### src/rtl/sseg_pkg.sv
// Shared constants for the seven-segment serial driver: segment table, blank code, FSM states.
package sseg_pkg;

  // Active-low {dp, g, f, e, d, c, b, a} codes for nibbles 0..F, dp off.
  localparam logic [7:0] SegTable [16] = '{
    8'hC0, 8'hF9, 8'hA4, 8'hB0, 8'h99, 8'h92, 8'h82, 8'hF8,
    8'h80, 8'h90, 8'h88, 8'h83, 8'hC6, 8'hA1, 8'h86, 8'h8E
  };

  // All segments and the decimal point dark.
  localparam logic [7:0] BlankCode = 8'hFF;

  typedef enum logic {
    StIdle  = 1'b0,
    StShift = 1'b1
  } state_e;

endpackage

### src/rtl/sseg_dev_hex7seg.sv
// One digit of the frame: nibble to active-low segment byte with decimal point and blanking.
module hex7seg
  import sseg_pkg::*;
(
  input  logic [3:0] nibble,
  input  logic       dp,
  input  logic       blank,
  output logic [7:0] seg
);

  // Blanking wins over the decimal point.
  always_comb begin
    seg = SegTable[nibble];
    if (dp) begin
      seg[7] = 1'b0;
    end
    if (blank) begin
      seg = BlankCode;
    end
  end

endmodule

### src/rtl/sseg_dev.sv
// Serial driver for an 8-digit seven-segment display behind a 74HC164-style shift chain.
// A rising edge on Start shifts a 64-bit frame out MSB first, then re-enables the display.
module sseg_dev
  import sseg_pkg::*;
#(
  parameter int unsigned HALF_PERIOD = 1
) (
  input  logic        clk,
  input  logic        rstn,
  input  logic        Start,
  input  logic        flash,
  input  logic [31:0] Hexs,
  input  logic [7:0]  point,
  input  logic [7:0]  LES,
  output logic        seg_clk,
  output logic        seg_clrn,
  output logic        seg_sout,
  output logic        SEG_PEN
);

  localparam int unsigned HcW = (HALF_PERIOD > 1) ? $clog2(HALF_PERIOD) : 1;
  localparam logic [HcW-1:0] HcLast = HcW'(HALF_PERIOD - 1);

  logic [1:0]     sync_q;
  logic           prev_q;
  logic [1:0]     settle_q;
  logic           go_q;
  logic [63:0]    frame_d;
  logic [63:0]    frame_q;
  logic [5:0]     bit_cnt_q;
  logic [HcW-1:0] half_cnt_q;
  logic           seg_clk_q;
  logic           pen_q;
  state_e         state_q;

  // Synchronize Start and emit a one-cycle go pulse on its rising edge. Edges are ignored until
  // the pipeline has refilled after reset, so a Start already high at release never fires.
  always_ff @(posedge clk or negedge rstn) begin
    if (!rstn) begin
      sync_q   <= 2'b00;
      prev_q   <= 1'b0;
      settle_q <= 2'd0;
      go_q     <= 1'b0;
    end else begin
      sync_q <= {sync_q[0], Start};
      prev_q <= sync_q[1];
      if (settle_q != 2'd3) begin
        settle_q <= settle_q + 2'd1;
      end
      go_q <= (settle_q == 2'd3) & sync_q[1] & ~prev_q;
    end
  end

  // Digit i occupies frame bits [8i+7:8i]; digit 7 goes out first.
  for (genvar i = 0; i < 8; i++) begin : g_digit
    hex7seg u_hex7seg (
      .nibble (Hexs[4*i +: 4]),
      .dp     (point[i]),
      .blank  (LES[i] & flash),
      .seg    (frame_d[8*i +: 8])
    );
  end

  // Frame FSM: latch on go, then shift each bit low-half/high-half on seg_clk.
  always_ff @(posedge clk or negedge rstn) begin
    if (!rstn) begin
      state_q    <= StIdle;
      frame_q    <= '0;
      bit_cnt_q  <= '0;
      half_cnt_q <= '0;
      seg_clk_q  <= 1'b0;
      pen_q      <= 1'b0;
    end else begin
      case (state_q)
        StIdle: begin
          if (go_q) begin
            frame_q    <= frame_d;
            bit_cnt_q  <= 6'd63;
            half_cnt_q <= '0;
            seg_clk_q  <= 1'b0;
            pen_q      <= 1'b0;
            state_q    <= StShift;
          end
        end
        StShift: begin
          if (half_cnt_q != HcLast) begin
            half_cnt_q <= half_cnt_q + HcW'(1);
          end else begin
            half_cnt_q <= '0;
            if (!seg_clk_q) begin
              seg_clk_q <= 1'b1;
            end else begin
              // Data only moves as seg_clk falls, so it is stable across every rising edge.
              seg_clk_q <= 1'b0;
              if (bit_cnt_q == 6'd0) begin
                pen_q   <= 1'b1;
                state_q <= StIdle;
              end else begin
                bit_cnt_q <= bit_cnt_q - 6'd1;
                frame_q   <= {frame_q[62:0], 1'b0};
              end
            end
          end
        end
        default: state_q <= StIdle;
      endcase
    end
  end

  assign seg_clk  = seg_clk_q;
  assign seg_sout = frame_q[63];
  assign SEG_PEN  = pen_q;
  assign seg_clrn = rstn;

endmodule

### config.mk
export PLATFORM = sky130hd
export DESIGN_NAME = sseg_dev
export DESIGN_NICKNAME = d
export VERILOG_FILES = /design/src/rtl/sseg_pkg.sv /design/src/rtl/sseg_dev_hex7seg.sv /design/src/rtl/sseg_dev.sv
export SDC_FILE = /design/constraint.sdc
export NUM_CORES = 1
export LEC_CHECK = 0
export CORE_MARGIN = 4
export CORE_UTILIZATION = 40
export DETAILED_ROUTE_END_ITERATION = 12
export PLACE_DENSITY_LB_ADDON = 0.12
export SLEW_MARGIN = 10
export SYNTH_ARGS = -nofsm -noshare
export SYNTH_HDL_FRONTEND = slang
export SYNTH_SLANG_ARGS = --single-unit
### constraint.sdc
create_clock -name clk -period 4.2 [get_ports clk]
set_input_delay 1.26 -clock clk [delete_from_list [all_inputs] [get_ports clk]]
set_output_delay 1.26 -clock clk [all_outputs]
set_load 0.01 [all_outputs]
==> flow_summary.toml <==
[setup_path]
r2r_cells = 7
crit_family = "buffers and inverters"
crit_end = "seg_clrn"
crit_cells = 2
crit_chain = "buf_4, clkdlybuf4s50_1"
cp_slowest_stage_delay_ns = 0.52
cp-start-kind = "input pin"
timing.critical_path.from = "rstn"
reg2reg_slack_ns = 2.05
crit_buf_inv = 2
worstPathMaxFanout = 2
crit_path_end_kind = "output port"
critPathKind = "input pin to output port"
required_ns = 2.94
r2r_end = "frame_q[20]"
critical-path-slowest-cell = "clkdlybuf4s50_1"
r2r-start = "bit_cnt_q[0]"
cp_data_arrival_time_ns = 1.86

[routing]
initialDrtViolationCount = 295
finalWirelength_um = 12400
ant_nets = 0
routedWlPerCell_um = 15.2
route.detailed.drc = 0
viasPerCell = 5.51
vias = 4501
firstDrtPassIters = 4

[final_layout]
synthToLayoutAreaGrowth_pct = 16.8
drive_above_1_share_pct = 8.11
layout_common_cells = "dfrtp_1, nand2_1, o21ai_0"
layout_commonest_cell = "dfrtp_1"
finalNetCount = 747
diodes = 0
fillCellCount = 1285

[clocking]
cts_htree_levels = 3
clkSinkCount = 79
cts_tree = "yes"
clk_pin_slew_ns = 0.06
post_cts_resized = 0
clock-root-buffer = "clkbuf_16"
cts_hold_buf = 0
postCtsSetupBuffers = 0
numCtsBuffers = 9
cts_buffer_depth = 2
clk_latency_ns = 0.33

[die]
dieArea_mm2 = 0.0159
core_mm2 = 0.0135
io_pins = 56
start_util_pct = 41.4
rows = 42
fp.dieH_um = 126
dieWidth_um = 126

[placed_design]
dp_hpwl_um = 8600
gp_congestion = 0.853
port_buffers = 55

[timing]
slew-limit-headroom_pct = 33.4
min_period_ns = 3.12
tightestPinTransition_ns = 0.999
min_period_over_period_pct = 74.4
clock-skew-final_ns = 0.00756
final_max_slew_viol_count = 0
max_freq_ghz = 0.320
holdWs_ns = 0.355
hold_violations = 0
setup_viol = 0
fin_setup_tns_ns = 0
rsz0062_at_grt = "false"

[job]
drv_cap = 0

[global_route]
grt_usage_pct = 15.9
grt_max_degree = 87
antenna_found_initial = 0
grt_pass1_vias = 4342
grt.overflow.total = 0
grt_pass1_wl_um = 21200

[power]
peakVddDrop_mv = 0.213
fin_total_pwr_w = 0.00282
leakagePower_nw = 2.90
power_density_mw_per_mm2 = 433

[worst_hold_path]
hp-class = "flip-flop to flip-flop"

[logic_synthesis]
avgSynthCellArea_um2 = 9.26
yosysSeqAreaShare_pct = 35.5
ys.warnings.count = 0
syn-num-nets = 713
ys_types = 47
synth_edf_count = 0
syn_area_mm2 = 0.00558
synth_seq_cells = 79
postSynth.asyncResetShare_pct = 100
ys.flop_type = "dfrtp_1"
syn_inst = 602

[status]
status = "completed"
flip-flops by register name, summed over array words and instances, names as in the netlist:
signal and count:
frame_q 64, bit_cnt_q 6, settle_q 2, sync_q 2
SEG_PEN 1, go_q 1, prev_q 1, seg_clk 1
state_q 1
cell type report:
cell class | instances | area (um2) | area share [%]
well taps | 176 | 220 | 3.38
clock buffers | 12 | 256 | 3.94
inverters | 39 | 146 | 2.25
multi-input cells | 445 | 3280 | 50.3
flip-flops and latches | 79 | 1980 | 30.4
repair buffers | 62 | 613 | 9.42
clock inverters | 4 | 20.0 | 0.307
synthesized netlist by cell type (5+ instances only):
| master | number | share of area [%] |
|---|---|---|
| o21a_1 | 5 | 0.67 |
| dfrtp_1 | 79 | 35 |
| a211oi_1 | 6 | 0.81 |
| a21oi_1 | 20 | 1.8 |
| a22o_1 | 9 | 1.4 |
| o32ai_1 | 6 | 0.94 |
| nor2b_1 | 6 | 0.67 |
| o221ai_1 | 6 | 0.94 |
| buf_2 | 13 | 1.2 |
| mux2_2 | 15 | 3.0 |
| nand2b_1 | 13 | 1.5 |
| mux2i_1 | 32 | 5.7 |
| o31ai_1 | 12 | 1.6 |
| o22ai_1 | 17 | 1.9 |
| o221a_2 | 5 | 1.0 |
| nor3_1 | 5 | 0.45 |
| a21o_1 | 6 | 0.81 |
| ha_1 | 59 | 13 |
| nand2_1 | 75 | 5.0 |
| nand3_1 | 5 | 0.45 |
| inv_1 | 38 | 2.6 |
| a221oi_1 | 10 | 1.6 |
| clkbuf_1 | 19 | 1.3 |
| nor2_1 | 27 | 1.8 |
| a31oi_1 | 8 | 0.90 |
| o21ai_0 | 60 | 5.4 |
| mux4_2 | 6 | 2.4 |
| a221o_1 | 5 | 0.90 |
metrics by stage:
stage / cells / instance area (um2) / utilization [%] / setup slack, ns
after floorplan: 602 / 5580 / - / 1.56
after global placement: 801 / 6230 / 46.3 / 1.08
after detailed placement: 801 / 6230 / 46.3 / 1.04
after CTS: 817 / 6510 / 48.4 / 1.07
after global routing: 817 / 6510 / 48.4 / 1.06
final: 817 / 6510 / 48.4 / 1.08
worst min-delay path by stage:
stage | from | to | slack [ns] | cells after the start
2_1_floorplan | sync_q[0] | sync_q[1] | 0.33 | 0
3_3_place_gp | sync_q[0] | sync_q[1] | 0.34 | 0
3_5_place_dp | sync_q[0] | sync_q[1] | 0.34 | 0
4_1_cts | sync_q[0] | sync_q[1] | 0.36 | 0
5_1_grt | sync_q[0] | sync_q[1] | 0.37 | 0
6_report | sync_q[0] | sync_q[1] | 0.36 | 0
power by group:
| group | total, W | switching, W | internal [W] |
|---|---|---|---|
| registers | 0.00113 | 0.000130 | 0.000999 |
| logic | 0.000958 | 0.000543 | 0.000415 |
| clock network | 0.000729 | 0.000300 | 0.000429 |
| total | 0.00282 | 0.000973 | 0.00184 |
cells by family (layout without fill, tap and decap cells):
kind of cell	after synthesis	in the layout	share of synthesized area [%]
xor gates and xnor gates	1	1	0.157
AOI/OAI and AO/OA	194	194	23.5
and+or+nand+nor	138	138	10.7
muxes	53	53	11.2
DFF	79	79	35.5
buffers and inverters	78	117	5.74
adders and majority gates	59	59	13.2
routing by layer:
layer,GRT usage [%],wire [um]
met5,0,0
met4,4.73,170
met3,4.15,529
met2,25.1,5750
met1,21.4,5970
Note: power is estimated with default switching activity, not from simulation.
